## src/rtl/pong_pkg.sv

```systemverilog
// Shared definitions for the Pong LCD scan path.
// Panel geometry defaults, address widths and the scan FSM encoding.
package pong_pkg;

    localparam int X_W = 8;
    localparam int Y_W = 9;

    localparam logic [X_W-1:0] X_MAX_DEF = 8'd239;
    localparam logic [Y_W-1:0] Y_MAX_DEF = 9'd320;

    typedef enum logic [2:0] {
        IDLE,
        ALIGN,
        SCAN,
        ADVANCE,
        DONE
    } scan_state_t;

endpackage

```

## src/rtl/scan_x_counter.sv

```systemverilog
// Column counter for the frame scan: clears in idle, steps on each
// accepted pixel and flags the last column so the FSM can change rows.
module scan_x_counter
    import pong_pkg::*;
#(
    parameter logic [X_W-1:0] X_MAX = X_MAX_DEF
) (
    input  logic           clock,
    input  logic           reset,
    input  logic           clear,
    input  logic           step,
    output logic [X_W-1:0] x_addr,
    output logic           last
);

    assign last = (x_addr == X_MAX);

    always_ff @(posedge clock) begin
        if (!reset || clear) begin
            x_addr <= '0;
        end else if (step) begin
            x_addr <= last ? '0 : x_addr + 1'b1;
        end
    end

endmodule

```

## src/rtl/frame_scan_ctrl.sv

```systemverilog
// Raster scan sequencer: walks every pixel of the panel on request,
// stepping the external row counter and handshaking with the writer.
module frame_scan_ctrl
    import pong_pkg::*;
#(
    parameter logic [X_W-1:0] X_MAX = X_MAX_DEF,
    parameter logic [Y_W-1:0] Y_MAX = Y_MAX_DEF
) (
    input  logic           clock,
    input  logic           reset,
    input  logic           frame_start,
    input  logic [Y_W-1:0] y_addr,
    output logic           y_enable,
    output logic [X_W-1:0] x_addr,
    output logic           pixel_valid,
    input  logic           pixel_ready,
    output logic           busy,
    output logic           frame_done
);

    scan_state_t state;
    scan_state_t state_next;
    logic        x_step;
    logic        x_last;
    logic        x_clear;

    assign x_clear = (state == IDLE);

    scan_x_counter #(
        .X_MAX(X_MAX)
    ) u_x_counter (
        .clock (clock),
        .reset (reset),
        .clear (x_clear),
        .step  (x_step),
        .x_addr(x_addr),
        .last  (x_last)
    );

    always_ff @(posedge clock) begin
        if (!reset) begin
            state <= IDLE;
        end else begin
            state <= state_next;
        end
    end

    always_comb begin
        state_next  = state;
        y_enable    = 1'b0;
        pixel_valid = 1'b0;
        busy        = (state != IDLE);
        frame_done  = 1'b0;
        x_step      = 1'b0;
        unique case (state)
            IDLE: begin
                if (frame_start) begin
                    state_next = (y_addr == '0) ? SCAN : ALIGN;
                end
            end
            ALIGN: begin
                // Row counter may have been left mid-frame; spin it to 0
                y_enable = (y_addr != '0);
                if (y_addr == '0) begin
                    state_next = SCAN;
                end
            end
            SCAN: begin
                pixel_valid = 1'b1;
                if (pixel_ready) begin
                    x_step = 1'b1;
                    if (x_last) begin
                        state_next = ADVANCE;
                    end
                end
            end
            ADVANCE: begin
                y_enable   = 1'b1;
                state_next = (y_addr == Y_MAX) ? DONE : SCAN;
            end
            DONE: begin
                frame_done = 1'b1;
                state_next = IDLE;
            end
            default: begin
                state_next = IDLE;
            end
        endcase
    end

endmodule

```

## config.mk

```make
export PLATFORM = sky130hd
export DESIGN_NAME = frame_scan_ctrl
export DESIGN_NICKNAME = d
export VERILOG_FILES = /design/src/rtl/pong_pkg.sv /design/src/rtl/scan_x_counter.sv /design/src/rtl/frame_scan_ctrl.sv
export SDC_FILE = /design/constraint.sdc
export NUM_CORES = 1
export LEC_CHECK = 0
export ABC_AREA = 1
export CAP_MARGIN = 15
export CORE_MARGIN = 1.5
export CORE_UTILIZATION = 47
export DETAILED_ROUTE_END_ITERATION = 10
export PLACE_DENSITY_LB_ADDON = 0.25
export REMOVE_ABC_BUFFERS = 1
export SLEW_MARGIN = 20
export SYNTH_ARGS = -nofsm -noshare
export SYNTH_HDL_FRONTEND = slang
export SYNTH_HIERARCHICAL = 1
export SYNTH_SLANG_ARGS = --single-unit
```

## constraint.sdc

```tcl
create_clock -name clock -period 3.76 [get_ports clock]
set_clock_uncertainty 0.2 [all_clocks]
set_input_delay 0.376 -clock clock [delete_from_list [all_inputs] [get_ports clock]]
set_output_delay 0.376 -clock clock [all_outputs]
set_load 0.02 [all_outputs]
```

==> results of run 1 <==
==> cell type report <==
cell class                      instances  area, um^2  area share [%]
Clock buffer                            4        26.3            2.55
Inverter                               30         113            10.9
Multi-Input combinational cell         79         413            40.0
Sequential cell                        11         220            21.3
Tap cell                               16        20.0            1.94
Timing Repair Buffer                   24         240            23.3
==> flip-flops by register name (all words and copies together) (netlist names) <==
name and count:
state 3, u_x_counter/x_addr 8
==> metrics by stage <==
step                      power (uW)  instance area (um^2)  utilization [%]  setup slack (ns)
after floorplan                  254                   746                -              1.99
after global placement           309                  1010             67.6              1.35
after detailed placement         312                  1010             67.6              1.31
after CTS                        390                  1030             69.3              1.31
after global routing             420                  1030             69.3              1.19
final                            387                  1030             69.3              1.31
==> power by group through the flow <==
stage | registers [uW] | clock network (uW) | logic, uW
after global placement | 135 | 0 | 174
final | 132 | 78.2 | 176
after CTS | 133 | 80.4 | 177
after global routing | 133 | 89.7 | 197
after detailed placement | 135 | 0 | 177
after floorplan | 136 | 0 | 118
==> per-layer routing <==
layer / wire length [um] / part of all wire [%] / vias up / global-route usage (%)
li1: - / - / 418 / -
met1: 710 / 47 / 327 / 22.9
met2: 716 / 47 / 18 / 32.7
met3: 84 / 5.6 / 0 / 6.81
met4: 0 / 0 / 0 / 1.88
met5: 0 / 0 / - / 0
==> cell usage in the layout (no fill, tap or decap) <==
cell	n
nand2_1	29
inv_1	26
clkdlybuf4s50_1	24
nor2_1	15
dfxtp_1	11
nand3_1	7
inv_2	4
nand2_2	4
a21oi_1	3
clkbuf_4	3
o21ai_0	3
nor2_2	2
nor2_4	2
nor3_2	2
a21oi_2	2
xor2_1	2
nand2_4	1
nor3_1	1
nor4_2	1
clkbuf_1	1
nor4_1	1
and3_2	1
or2_2	1
nand4_1	1
ha_1	1
==> cell families after synthesis <==
kind of cell / Yosys count / share of synthesized area [%]
AO/OA/AOI/OAI: 8 / 6.38
flip-flops: 11 / 29.5
XOR/XNOR: 2 / 2.35
AND/OR/NAND/NOR: 68 / 45.0
buffers and inverters: 30 / 15.1
adder cells (fa/ha/maj): 1 / 1.68
==> worst max-delay path, cell delays in order <==
cell	delay, ns
clkdlybuf4s50_1	0.40
nor2_1	0.10
nand2_1	0.05
nor2_1	0.15
nand2_1	0.13
nand2_1	0.10
nand2_1	0.05
clkdlybuf4s50_1	0.53
==> worst paths after layout <==
path | startpoint | to | slack [ns]
worst min register to register | u_x_counter/x_addr[6] | u_x_counter/x_addr[6] | 0.34
worst max register to register | state[1] | u_x_counter/x_addr[6] | 1.86
worst min-delay path | u_x_counter/x_addr[6] | u_x_counter/x_addr[6] | 0.34
worst max-delay path | y_addr[3] | y_enable | 1.31
==> metrics.yaml, run 1 <==
outcome: "finished, final reports clean"
required_ns: 3.18
crit_type: "in -> out"
holdPathStages: 4
num_io_pins: 25
ys.flop_type: "dfxtp_1"
ys_ff_latch: 11
synthTopCellsByArea: "dfxtp_1, nand2_1, inv_1, nor2_1, nand3_1"
die_w_um: 42.8
crit_fanout: 3
wire_per_inst_um: 9.21
finalMaxSlewViolations: 0
grt_usage_pct: 18.9
max_freq_mhz: 408
r2r_cells: 10
clock-sinks: 11
ant_nets: 0
setup_viol: 0
slew_headroom_pct: 74.6
hpwl_um: 1270
grt_pass1_vias: 688
synth_top_cell_area_share_pct: 29.5
worst_hold_path_type: "reg -> reg"
cp-start-kind: "input pin"
cts_tree: "yes"
cts_resized: 0
tightestPinTransition_ns: 0.379
die_area_um2: 1830
rsz0062_at_grt: "no"
ys_types: 22
std_cell_rows: 14
ys_top_cells_by_count: "nand2_1, inv_1, nor2_1"
post-place-cells: 160
synth_seq_area_share_pct: 29.5
gp_congestion: 0.835
drc: 0
viasPerCell: 4.65
fillers: 131
p_sw_share_pct: 38.2
antenna_found_initial: 0
synth_area_um2: 746
drive_above_1_share_pct: 15.5
post-cts-setup-buffer-count: 0
timing.setup.tns_ns: 0
fin_nets: 163
clock_latency_ns: 0.26
synth_edf_count: 0
synth_top_area_cell: "dfxtp_1"
clockPowerShare_pct: 20.2
cts-root-buf: "clkbuf_4"
die_y_um: 42.8
cp-end-kind: "output pin"
ys_async_sr_fraction_pct: 0
overflow: 0
num_vias: 763
timing.hold.ws_ns: 0.335
syn_to_final_growth_pct: 38.4
firstDrtPassIters: 4
p_int_uw: 239
hold_violations: 0
synth-warning-count: 6
max_cap_viol_count: 0
start_util_pct: 50.1
p_comb_share_pct: 45.6
post-route-min-period_ns: 2.45
cts_inserted_buffers: 3
core_um2: 1490
cts.clk_slew.worst_paths_ns: 0.06
post-route-period-util_pct: 65.1
grt_pass1_wl_um: 2700
peakVddDrop_mv: 0.241
syn_avg_cell_area_um2: 6.21
seq_power_share_pct: 34.2
syn_inst: 120
io_buffers: 24
drtIter0Drc: 17
cts_hold_buf: 0
htreeDepth: 1
grt_max_degree: 7
clockBufferDepth: 2
switching_power_uw: 148
instances_no_fill: 164
wl_um: 1510
yosysMostFrequentCell: "nand2_1"
diodes: 0
p_leak_uw: 0.000452
power_density_nw_per_um2: 375
worstPathArrival_ns: 1.87
Power figures use the tool's default switching activity.
==> run 2: changes to the inputs <==
Settings changed: CORE_ASPECT_RATIO set to 1.25, CORE_UTILIZATION 47 to 40.
Clock period 3.76 ns to 2.2 ns, I/O delays scaled along.
==> run 2 against run 1 <==
Compared with the run above:
- die area grew 16%
- count of clock-buffer cells in the layout is the same
- routed wire length is 8.3% higher
- critical path depth up 2
- worst hold slack about the same
- sequential power is 72% higher
- utilization is 10 points lower
- clock power rose by 85%
- worst setup slack got worse by 1.1 ns
- critical endpoint is now u_x_counter/x_addr[6]
- highest routed layer is now met4
==> metrics.yaml, run 2 (same netlist as run 1, synthesis figures left out) <==
outcome: "finished, final reports clean"
ant_nets: 0  # unchanged
grt_pass1_wl_um: 2840  # +5.1%
clock_latency_ns: 0.28  # +0.02 ns
syn_to_final_growth_pct: 39.6
cp-start-kind: "flop"
drtIter0Drc: 4  # -13
htreeDepth: 1  # unchanged
p_int_uw: 407  # +70%
crit_start: "state[1]"
seq_power_share_pct: 33.7  # -0.5 points
slew_headroom_pct: 70.9  # -3.8 points
core_um2: 1770  # +19%
timing.setup.tns_ns: 0  # unchanged
p_leak_uw: 0.000466  # +3.0%
diodes: 0  # unchanged
max_freq_mhz: 494
wire_per_inst_um: 9.80  # +6.4%
die_area_um2: 2130  # +16%
io_buffers: 24  # unchanged
worst_hold_path_type: "reg -> reg"
num_io_pins: 25  # unchanged
hpwl_um: 1300  # +2.0%
largest_reg_flops: 8  # unchanged
crit_path_frequent_cell: "nor2_1"
switching_power_uw: 265  # +79%
peakVddDrop_mv: 0.318  # +32%
required_ns: 2.21  # -0.97 ns
worstPathCellList: "inv_2 > nor2_4 > inv_2 > nor2_1 > nand3_1 > nor2_1 > nand2_1 > nand2_1 > inv_1 > nor2_1"
die_y_um: 51.3  # +20%
crit_fanout: 6  # +3
post-route-min-period_ns: 2.03
mostFrequentLayoutCells: "nand2_1, inv_1, clkdlybuf4s50_1"
crit_type: "reg -> reg"
firstDrtPassIters: 4  # unchanged
wl_um: 1640  # +8.3%
fillers: 179  # +37%
largestRegisters: "u_x_counter/x_addr (8), state (3)"
max_cap_viol_count: 0  # unchanged
grt_max_degree: 7  # unchanged
worstReg2RegStart: "state[1]"
p_sw_share_pct: 39.5  # +1.2 points
cts_hold_buf: 0  # unchanged
overflow: 0  # unchanged
rsz0062_at_grt: "no"
cts_tree: "yes"
viasPerCell: 4.69  # +0.78%
post-cts-setup-buffer-count: 0  # unchanged
die_w_um: 41.6  # -2.8%
drive_above_1_share_pct: 16.2  # +0.68 points
grt_usage_pct: 17.5  # -1.3 points
fin_total_pwr_uw: 672  # +74%
crit_slowest_cell: "dfxtp_1"
fin_nets: 163  # unchanged
top_register: "u_x_counter/x_addr"
cts-root-buf: "clkbuf_4"
cts.clk_slew.worst_paths_ns: 0.08  # +0.02 ns
cp-end-kind: "flop"
holdCritStartpoint: "u_x_counter/x_addr[0]"
worstPathArrival_ns: 2.04  # +0.17 ns
clockPowerShare_pct: 21.5  # +1.3 points
finalMaxSlewViolations: 0  # unchanged
tightestPinTransition_ns: 0.435  # +0.0563 ns
gp_congestion: 0.764  # -8.5%
cpPeakStageDelay_ns: 0.42  # -0.11 ns
drc: 0  # unchanged
p_comb_share_pct: 44.7  # -0.9 points
hold_violations: 0  # unchanged
clockBufferDepth: 2  # unchanged
grt_pass1_vias: 731  # +6.3%
setup_viol: 0  # unchanged
antenna_found_initial: 0  # unchanged
cts_inserted_buffers: 3  # unchanged
post-route-period-util_pct: 92.1
power_density_nw_per_um2: 646  # +72%
start_util_pct: 42.2  # -7.8 points
num_vias: 783  # +2.6%
std_cell_rows: 17  # +3
final_common_cell: "nand2_1"
clock-sinks: 11  # unchanged
-- run 2: final cells by class --
type | instances | area [um^2] | area share [%]
inverter | 30 | 113 | 10.8
multi-input combinational | 79 | 415 | 39.9
tap | 19 | 23.8 | 2.28
timing repair buffer | 24 | 243 | 23.3
clock buffer | 4 | 26.3 | 2.52
sequential | 11 | 220 | 21.2
-- run 2: final timing paths --
path                            slack (ns)  cells after the start                     to
worst max-delay path                  0.17                     10  u_x_counter/x_addr[6]
worst min-delay path                  0.34                      2  u_x_counter/x_addr[0]
worst max register to register        0.17                     10  u_x_counter/x_addr[6]
worst min register to register        0.34                      2  u_x_counter/x_addr[0]
-- run 2: layer usage --
| layer | track usage [%] | share of wire, % | vias to the layer above |
|---|---|---|---|
| li1 | - | - | 416 |
| met1 | 17.0 | 41 | 349 |
| met2 | 33.3 | 52 | 13 |
| met3 | 2.12 | 3.3 | 5 |
| met4 | 12.9 | 2.9 | 0 |
| met5 | 0 | 0 | - |
-- run 2: what timing repair did --
action	CTS	global route
endpoints found under the hold margin	0	0
setup endpoints to repair	0	1
gates resized for setup	0	2
-- run 2: per-stage QoR --
stage	instances	utilization (%)	hold slack [ns]	cell area (um^2)	setup WS [ns]
2_1_floorplan	120	-	0.143	746	0.428
3_3_place_gp	163	57.2	0.313	1010	0.0910
3_5_place_dp	163	57.2	0.322	1010	0.0677
4_1_cts	167	58.7	0.339	1040	0.0654
5_1_grt	167	59.0	0.341	1040	0.0598
6_report	167	59.0	0.335	1040	0.174
-- run 2: power groups by stage --
stage / logic, uW / registers (uW) / clock network, uW
after CTS: 304 / 227 / 148
after global routing: 333 / 228 / 164
final: 300 / 227 / 145
after floorplan: 202 / 232 / 0
after global placement: 298 / 230 / 0
after detailed placement: 303 / 231 / 0
-- run 2: worst max-delay path: cells and delay by family, from the launching register on --
family / cells / cell delay, ns
buffers and inverters: 3 / 0.17
and+or+nand+nor: 7 / 1.16
DFF: 1 / 0.42
